### src/rtl/cpu_pkg.sv
// Shared CPU definitions for the multiply/divide engine and its control unit.
// Holds the HI/LO operation codes, the sequencer state encoding and small op helpers.
// The control unit maps funct to these same op constants.
package cpu_pkg;

  typedef enum logic [1:0] {
    MD_MULT  = 2'b00,
    MD_MULTU = 2'b01,
    MD_DIV   = 2'b10,
    MD_DIVU  = 2'b11
  } md_op_t;

  typedef enum logic [2:0] {
    IDLE = 3'd0,
    PREP = 3'd1,
    RUN  = 3'd2,
    FIX  = 3'd3,
    DONE = 3'd4
  } md_state_t;

  function automatic logic md_is_div(input md_op_t op);
    return (op == MD_DIV) || (op == MD_DIVU);
  endfunction

  function automatic logic md_is_signed(input md_op_t op);
    return (op == MD_MULT) || (op == MD_DIV);
  endfunction

endpackage

### src/rtl/mult_div_sequencer_if.sv
// Request/result bundle between the control unit (master) and the multiply/divide engine (slave).
// start/op/a/b/flush flow from the control unit; busy/done/div_by_zero/hi/lo flow back.
// There is no queueing: the master re-issues a start once busy is low.
interface mult_div_sequencer_if #(parameter int WIDTH = 32);
  import cpu_pkg::*;

  logic             start;
  md_op_t           op;
  logic [WIDTH-1:0] a;
  logic [WIDTH-1:0] b;
  logic             flush;
  logic             busy;
  logic             done;
  logic             div_by_zero;
  logic [WIDTH-1:0] hi;
  logic [WIDTH-1:0] lo;

  modport master (
    output start, op, a, b, flush,
    input  busy, done, div_by_zero, hi, lo
  );

  modport slave (
    input  start, op, a, b, flush,
    output busy, done, div_by_zero, hi, lo
  );

endinterface

### src/rtl/md_iter_core.sv
// Unsigned iterative datapath: one shift-add multiply step or one restoring divide step per i_step.
// Latency: WIDTH steps after i_load; raw product in {o_hi,o_lo}, or remainder in o_hi and quotient in o_lo.
// No backpressure: the sequencer owns pacing through i_load/i_step.
module md_iter_core #(
  parameter int WIDTH = 32
) (
  input  logic             clk,
  input  logic             reset,
  input  logic             i_load,
  input  logic             i_step,
  input  logic             i_is_div,
  input  logic [WIDTH-1:0] i_opa,
  input  logic [WIDTH-1:0] i_opb,
  output logic [WIDTH-1:0] o_hi,
  output logic [WIDTH-1:0] o_lo
);

  logic [WIDTH-1:0] r_hi;
  logic [WIDTH-1:0] r_lo;
  logic [WIDTH-1:0] r_opnd;
  logic             r_is_div;

  logic [WIDTH:0]   w_mul_sum;
  logic [WIDTH:0]   w_div_shift;
  logic [WIDTH:0]   w_div_diff;
  logic             w_div_fits;
  logic [WIDTH-1:0] w_next_hi;
  logic [WIDTH-1:0] w_next_lo;

  // Multiply: add multiplicand into the upper half when the current multiplier bit is set, carry kept.
  assign w_mul_sum   = {1'b0, r_hi} + (r_lo[0] ? {1'b0, r_opnd} : {(WIDTH+1){1'b0}});
  // Divide: shift the next dividend bit into the partial remainder and trial-subtract the divisor.
  assign w_div_shift = {r_hi, r_lo[WIDTH-1]};
  assign w_div_diff  = w_div_shift - {1'b0, r_opnd};
  // Partial remainder is always below the divisor, so the trial result's top bit is a clean borrow flag.
  assign w_div_fits  = ~w_div_diff[WIDTH];

  // Select the next accumulator value for the active operation.
  always_comb begin
    w_next_hi = r_hi;
    w_next_lo = r_lo;
    if (r_is_div) begin
      w_next_hi = w_div_fits ? w_div_diff[WIDTH-1:0] : w_div_shift[WIDTH-1:0];
      w_next_lo = {r_lo[WIDTH-2:0], w_div_fits};
    end else begin
      w_next_hi = w_mul_sum[WIDTH:1];
      w_next_lo = {w_mul_sum[0], r_lo[WIDTH-1:1]};
    end
  end

  // Load operands at the start of a run, then advance one step per enable.
  always_ff @(posedge clk or posedge reset) begin
    if (reset) begin
      r_hi     <= '0;
      r_lo     <= '0;
      r_opnd   <= '0;
      r_is_div <= 1'b0;
    end else if (i_load) begin
      r_hi     <= '0;
      r_lo     <= i_is_div ? i_opa : i_opb;
      r_opnd   <= i_is_div ? i_opb : i_opa;
      r_is_div <= i_is_div;
    end else if (i_step) begin
      r_hi     <= w_next_hi;
      r_lo     <= w_next_lo;
    end
  end

  assign o_hi = r_hi;
  assign o_lo = r_lo;

endmodule

### src/rtl/mult_div_sequencer.sv
// Signed/unsigned multiply/divide sequencer owning the HI/LO registers.
// Latency: done WIDTH+2 edges after the accepted start; divide-by-zero completes straight after PREP.
// No queueing: starts outside IDLE are dropped; flush aborts to IDLE with no done and HI/LO untouched.
module mult_div_sequencer
  import cpu_pkg::*;
#(
  parameter int WIDTH = 32
) (
  input  logic                 clk,
  input  logic                 reset,
  mult_div_sequencer_if.slave  io_md
);

  localparam int              CW       = $clog2(WIDTH);
  localparam logic [CW-1:0]   LAST_CNT = CW'(WIDTH - 1);

  md_state_t        r_state;
  md_state_t        w_next;
  md_op_t           r_op;
  logic [WIDTH-1:0] r_a;
  logic [WIDTH-1:0] r_b;
  logic [WIDTH-1:0] r_hi;
  logic [WIDTH-1:0] r_lo;
  logic [CW-1:0]    r_cnt;
  logic             r_neg_lo;
  logic             r_neg_hi;
  logic             r_dbz;

  logic             w_accept;
  logic             w_is_div;
  logic             w_signed;
  logic             w_sa;
  logic             w_sb;
  logic [WIDTH-1:0] w_abs_a;
  logic [WIDTH-1:0] w_abs_b;
  logic             w_load;
  logic             w_step;
  logic [WIDTH-1:0] w_core_hi;
  logic [WIDTH-1:0] w_core_lo;
  logic [WIDTH-1:0] w_fix_hi;
  logic [WIDTH-1:0] w_fix_lo;

  // flush wins over start so an exception never launches a new operation.
  assign w_accept = (r_state == IDLE) && io_md.start && !io_md.flush;
  assign w_is_div = md_is_div(r_op);
  assign w_signed = md_is_signed(r_op);
  assign w_sa     = w_signed & r_a[WIDTH-1];
  assign w_sb     = w_signed & r_b[WIDTH-1];
  // Most-negative operand maps to itself, which is the correct unsigned magnitude.
  assign w_abs_a  = w_sa ? -r_a : r_a;
  assign w_abs_b  = w_sb ? -r_b : r_b;

  md_iter_core #(.WIDTH(WIDTH)) u_core (
    .clk      (clk),
    .reset    (reset),
    .i_load   (w_load),
    .i_step   (w_step),
    .i_is_div (w_is_div),
    .i_opa    (w_abs_a),
    .i_opb    (w_abs_b),
    .o_hi     (w_core_hi),
    .o_lo     (w_core_lo)
  );

  // Next state and core controls; flush overrides everything outside IDLE.
  always_comb begin
    w_next = r_state;
    w_load = 1'b0;
    w_step = 1'b0;
    unique case (r_state)
      IDLE: if (w_accept) w_next = PREP;
      PREP: begin
        if (w_is_div && (r_b == '0)) begin
          w_next = DONE;
        end else begin
          w_next = RUN;
          w_load = 1'b1;
        end
      end
      RUN: begin
        w_step = 1'b1;
        if (r_cnt == LAST_CNT) w_next = FIX;
      end
      FIX:     w_next = DONE;
      DONE:    w_next = IDLE;
      default: w_next = IDLE;
    endcase
    if (io_md.flush && (r_state != IDLE)) begin
      w_next = IDLE;
      w_load = 1'b0;
      w_step = 1'b0;
    end
  end

  // Apply recorded signs: the product negates as one 2*WIDTH value, quotient and remainder separately.
  always_comb begin
    w_fix_hi = w_core_hi;
    w_fix_lo = w_core_lo;
    if (w_is_div) begin
      if (r_neg_lo) w_fix_lo = -w_core_lo;
      if (r_neg_hi) w_fix_hi = -w_core_hi;
    end else if (r_neg_lo) begin
      {w_fix_hi, w_fix_lo} = -{w_core_hi, w_core_lo};
    end
  end

  // State register.
  always_ff @(posedge clk or posedge reset) begin
    if (reset) r_state <= IDLE;
    else       r_state <= w_next;
  end

  // Operand capture, sign flags, iteration count, div-by-zero flag and HI/LO write-back.
  always_ff @(posedge clk or posedge reset) begin
    if (reset) begin
      r_op     <= MD_MULT;
      r_a      <= '0;
      r_b      <= '0;
      r_cnt    <= '0;
      r_neg_lo <= 1'b0;
      r_neg_hi <= 1'b0;
      r_dbz    <= 1'b0;
      r_hi     <= '0;
      r_lo     <= '0;
    end else begin
      if (w_accept) begin
        r_op  <= io_md.op;
        r_a   <= io_md.a;
        r_b   <= io_md.b;
        r_dbz <= 1'b0;
      end
      if ((r_state == PREP) && (w_next == DONE)) r_dbz <= 1'b1;
      if (w_load) begin
        r_cnt    <= '0;
        r_neg_lo <= w_sa ^ w_sb;
        r_neg_hi <= w_is_div ? w_sa : (w_sa ^ w_sb);
      end else if (w_step) begin
        r_cnt <= r_cnt + 1'b1;
      end
      if ((r_state == FIX) && (w_next == DONE)) begin
        r_hi <= w_fix_hi;
        r_lo <= w_fix_lo;
      end
    end
  end

  assign io_md.busy        = (r_state != IDLE);
  assign io_md.done        = (r_state == DONE);
  assign io_md.div_by_zero = r_dbz;
  assign io_md.hi          = r_hi;
  assign io_md.lo          = r_lo;

endmodule

### src/flat_wrapper.sv
// flat-port wrapper written by rule: the top's interface ports become plain ports
module mult_div_sequencer_flat import cpu_pkg::*;
#(
  parameter int WIDTH = 32
)
  (clk, reset, io_md_start, io_md_op, io_md_a, io_md_b, io_md_flush, io_md_busy, io_md_done, io_md_div_by_zero, io_md_hi, io_md_lo);
  mult_div_sequencer_if #(.WIDTH(WIDTH)) io_md_i ();
  input  logic clk;
  input  logic reset;
  input wire logic [$bits(io_md_i.start)-1:0] io_md_start;
  input wire logic [$bits(io_md_i.op)-1:0] io_md_op;
  input wire logic [$bits(io_md_i.a)-1:0] io_md_a;
  input wire logic [$bits(io_md_i.b)-1:0] io_md_b;
  input wire logic [$bits(io_md_i.flush)-1:0] io_md_flush;
  output wire logic [$bits(io_md_i.busy)-1:0] io_md_busy;
  output wire logic [$bits(io_md_i.done)-1:0] io_md_done;
  output wire logic [$bits(io_md_i.div_by_zero)-1:0] io_md_div_by_zero;
  output wire logic [$bits(io_md_i.hi)-1:0] io_md_hi;
  output wire logic [$bits(io_md_i.lo)-1:0] io_md_lo;
  assign io_md_i.start = io_md_start;
  assign io_md_i.op = io_md_op;
  assign io_md_i.a = io_md_a;
  assign io_md_i.b = io_md_b;
  assign io_md_i.flush = io_md_flush;
  assign io_md_busy = io_md_i.busy;
  assign io_md_done = io_md_i.done;
  assign io_md_div_by_zero = io_md_i.div_by_zero;
  assign io_md_hi = io_md_i.hi;
  assign io_md_lo = io_md_i.lo;
  mult_div_sequencer #(.WIDTH(WIDTH)) u_core (.clk(clk), .reset(reset), .io_md(io_md_i));
endmodule
### config.mk
export PLATFORM = sky130hd
export DESIGN_NAME = mult_div_sequencer_flat
export DESIGN_NICKNAME = d
export VERILOG_FILES = /design/src/rtl/cpu_pkg.sv /design/src/rtl/mult_div_sequencer_if.sv /design/src/rtl/md_iter_core.sv /design/src/rtl/mult_div_sequencer.sv /design/src/flat_wrapper.sv
export SDC_FILE = /design/constraint.sdc
export NUM_CORES = 1
export LEC_CHECK = 0
export CAP_MARGIN = 20
export CORE_MARGIN = 3
export CORE_UTILIZATION = 54
export CTS_CLUSTER_DIAMETER = 80
export DETAILED_ROUTE_END_ITERATION = 10
export PLACE_DENSITY = 0.78
export SETUP_SLACK_MARGIN = 0.02
export SLEW_MARGIN = 0
export SYNTH_ARGS = -nofsm -noshare
export SYNTH_HDL_FRONTEND = slang
export SYNTH_SLANG_ARGS = --single-unit
### constraint.sdc
create_clock -name clk -period 7.4 [get_ports clk]
set_clock_uncertainty 0.05 [all_clocks]
set_input_delay 1.11 -clock clk [delete_from_list [all_inputs] [get_ports clk]]
set_output_delay 1.11 -clock clk [all_outputs]
set_load 0.005 [all_outputs]
==> flow_summary.json <==
{
  "async_flop_share_pct": 100,
  "rsz0062_at_grt": "no",
  "die_area_sq_um": 33300,
  "crit_arrival_ns": 4.43,
  "rows": 64,
  "ctsResizeCount": 0,
  "path_max_fanout": 18,
  "vdd_drop_max_mv": 0.229,
  "route.detailed.drc": 0,
  "p_leak_nw": 8.29,
  "hp-class": "flip-flop to flip-flop",
  "timing.rr.start": "u_core.u_core.o_lo[0]",
  "cts_num_sinks": 238,
  "worstMarginPinSlew_ns": 1.07,
  "path_cells": "inv_1, buf_4, nor2_1, ha_1, a21o_1, a21oi_1, nor2b_1, o41a_1, o311ai_1, nand2b_1, a221oi_1, xor2_1, o221ai_1",
  "syn_nets": 2101,
  "final_hold_viol_count": 0,
  "synthToLayoutAreaGrowth_pct": 14.7,
  "finalSetupViolCount": 0,
  "slowest_stage": "a221oi_1",
  "gp_congestion": 0.965,
  "antenna_left": 0,
  "start_kind": "flip-flop",
  "status": "finished clean",
  "synth_area_sq_um": 16800,
  "start_util_pct": 54.9,
  "netlist.top_cell.by_area": "dfrtp_1",
  "power_density_nw_per_um2": 431,
  "postCtsSetupBuffers": 0,
  "root_buffer": "clkbuf_16",
  "max_slew_margin_pct": 28.7,
  "p_comb_share_pct": 53.7,
  "syn_avg_cell_area_sq_um": 8.59,
  "hold_path_end": "u_core.r_state[0]",
  "ys_ff_latch": 238,
  "dr.pass1.iters": 6,
  "swShare_pct": 45.6,
  "synth_seq_area_share_pct": 35.4,
  "overflow": 0,
  "dp.cells": 2388,
  "cts.clk_slew.worst_paths_ns": 0.06,
  "nNetsFinal": 2164,
  "numCtsBuffers": 27,
  "cts_max_level": 1,
  "r2r_end": "u_core.u_core.o_hi[27]",
  "cpPeakStageDelay_ns": 0.50,
  "ys_types": 71,
  "ios": 137,
  "fillers": 2561,
  "dp_hpwl_mm": 36.6,
  "grt_max_degree": 184,
  "setup_tns_ns": 0,
  "synth_common_cells": "238 x dfrtp_1, 185 x nand2_1, 184 x o21ai_0",
  "hold_path_depth": 1,
  "netlist_instances": 1959,
  "via_per_inst": 6.31,
  "worstSetupStartpoint": "u_core.u_core.o_lo[0]",
  "synthFlopType": "dfrtp_1",
  "path_class": "flip-flop to flip-flop",
  "first_global_vias": 14408,
  "power_switching_mw": 3.80,
  "portBuffers": 136,
  "internal_power_mw": 4.52,
  "synth.most_common_cell": "dfrtp_1",
  "min-delay-start": "u_core.r_state[2]",
  "cp-end-kind": "flip-flop",
  "period_share_pct": 55.4,
  "yosysTopAreaCellShare_pct": 35.4,
  "synth.area.top_cells": "dfrtp_1 35%, o21ai_0 5.5%, ha_1 5.2%, mux2_2 4.9%, xor2_1 4.7%",
  "grt_usage_pct": 29.1,
  "ctsHoldBuffers": 0,
  "reg2reg_depth": 13,
  "antenna_cells": 0,
  "clock_path_buffers": 3,
  "antenna_found_initial": 0,
  "maxCapViolCount": 0,
  "vias": 15383,
  "drv_slew": 0,
  "synth_edf_count": 0,
  "clk_latency_ns": 0.55,
  "cts_tree": "yes",
  "drt_iter0_drc": 1581,
  "max_freq_ghz": 0.244,
  "fin_crit_ns": 4.10,
  "wirelength_mm": 50.1,
  "cp_data_required_time_ns": 7.73,
  "grt_pass1_wl_mm": 78.3,
  "layoutNonFillerInstCount": 2437,
  "fp.dieW_microns": 183,
  "yosys_warnings": 0,
  "seqPwrFrac_pct": 29.4,
  "die_y_microns": 183,
  "wire_per_inst_microns": 20.6,
  "drive_above_1_share_pct": 7.99,
  "core_area_sq_um": 30700,
  "r2r_slack_ns": 3.30,
  "clkPwrFrac_pct": 16.9
}
cell type report:
type | instances | area [sq um] | area share, %
Timing Repair Buffer | 153 | 1520 | 7.88
Clock buffer | 32 | 734 | 3.80
Sequential cell | 238 | 5960 | 30.8
Clock inverter | 16 | 194 | 1.00
Tap cell | 396 | 495 | 2.57
Multi-Input combinational cell | 1533 | 10100 | 52.5
Inverter | 69 | 263 | 1.36
kinds of logic after synthesis:
group / after synthesis / synth area share, %
and+or+nand+nor: 581 / 16.3
DFF: 238 / 35.4
AOI/OAI and AO/OA: 588 / 21.8
xor gates and xnor gates: 177 / 9.21
adders and majority gates: 72 / 5.44
muxes: 115 / 7.38
buffers and inverters: 188 / 4.49
placed cells by master (no fill, tap or decap), types with 18 or more instances in the layout:
cell	netlist	routed
o21ai_0	184	184
nand3_1	57	55
nor3_1	39	39
xor2_1	90	90
o31ai_1	23	23
a211oi_1	18	18
or3_1	23	23
a22oi_1	33	33
a21oi_1	146	146
clkbuf_16	0	27
xnor2_1	87	87
nor2_1	156	156
mux2_2	73	73
nand2_1	185	185
clkdlybuf4s50_1	0	136
o211ai_1	26	26
ha_1	70	70
nand4_1	18	18
mux2i_1	42	42
inv_1	69	68
dfrtp_1	238	238
a21o_1	28	28
o22ai_1	21	21
stage by stage:
stage	utilization (%)	setup WS, ns	hold slack [ns]	cell area, sq um	power, mW
after global placement	59.9	2.96	0.401	18400	6.69
after global routing	63.0	3.08	0.444	19300	8.87
after detailed placement	59.9	2.90	0.420	18400	6.81
after floorplan	-	3.12	0.386	16800	5.38
after CTS	62.9	3.35	0.428	19300	8.24
final	63.0	3.30	0.426	19300	8.32
state kept, by name (all words and copies together), names as in the netlist:
| signal | cells |
|---|---|
| u_core.r_cnt | 5 |
| u_core.u_core.o_lo | 32 |
| u_core.r_neg_lo | 1 |
| u_core.r_state | 3 |
| u_core.u_core.r_opnd | 32 |
| u_core.u_core.o_hi | 32 |
| u_core.r_op | 2 |
| u_core.r_b | 32 |
| u_core.r_a | 32 |
| u_core.io_md.div_by_zero | 1 |
| u_core.io_md.hi | 32 |
| u_core.r_neg_hi | 1 |
| u_core.io_md.lo | 32 |
| u_core.u_core.r_is_div | 1 |
power groups by stage:
stage | Clock (mW) | Sequential (mW) | Combinational (mW)
3_3_place_gp | 0 | 2.41 | 4.28
4_1_cts | 1.42 | 2.42 | 4.41
6_report | 1.40 | 2.45 | 4.47
2_1_floorplan | 0 | 2.15 | 3.22
5_1_grt | 1.47 | 2.50 | 4.90
3_5_place_dp | 0 | 2.43 | 4.38
how the worst max path moves through the flow:
| stage | endpoint | slack, ns | cells after the start |
|---|---|---|---|
| after detailed placement | u_core.u_core.o_lo[31] | 2.90 | 10 |
| final | u_core.u_core.o_hi[27] | 3.30 | 13 |
| after CTS | u_core.u_core.o_hi[27] | 3.35 | 13 |
| after global routing | u_core.u_core.o_hi[27] | 3.08 | 13 |
| after floorplan | u_core.io_md.div_by_zero | 3.12 | 1 |
| after global placement | u_core.u_core.o_lo[31] | 2.96 | 10 |
routing by layer:
metal  vias up  GRT usage (%)  share of wire, %
li1       7212              -                 -
met1      7312           40.9                41
met2       762           45.5                45
met3        97           5.46                11
met4         0           9.23               3.5
met5         -              0                 0
worst max-delay path: cells and delay by family (launching register included):
family | cells | cell delay [ns]
xor gates and xnor gates | 1 | 0.20
and+or+nand+nor | 3 | 0.32
buffers and inverters | 2 | 0.83
AOI/OAI and AO/OA | 6 | 1.76
DFF | 1 | 0.44
adders and majority gates | 1 | 0.34
Power figures use the tool's default switching activity.
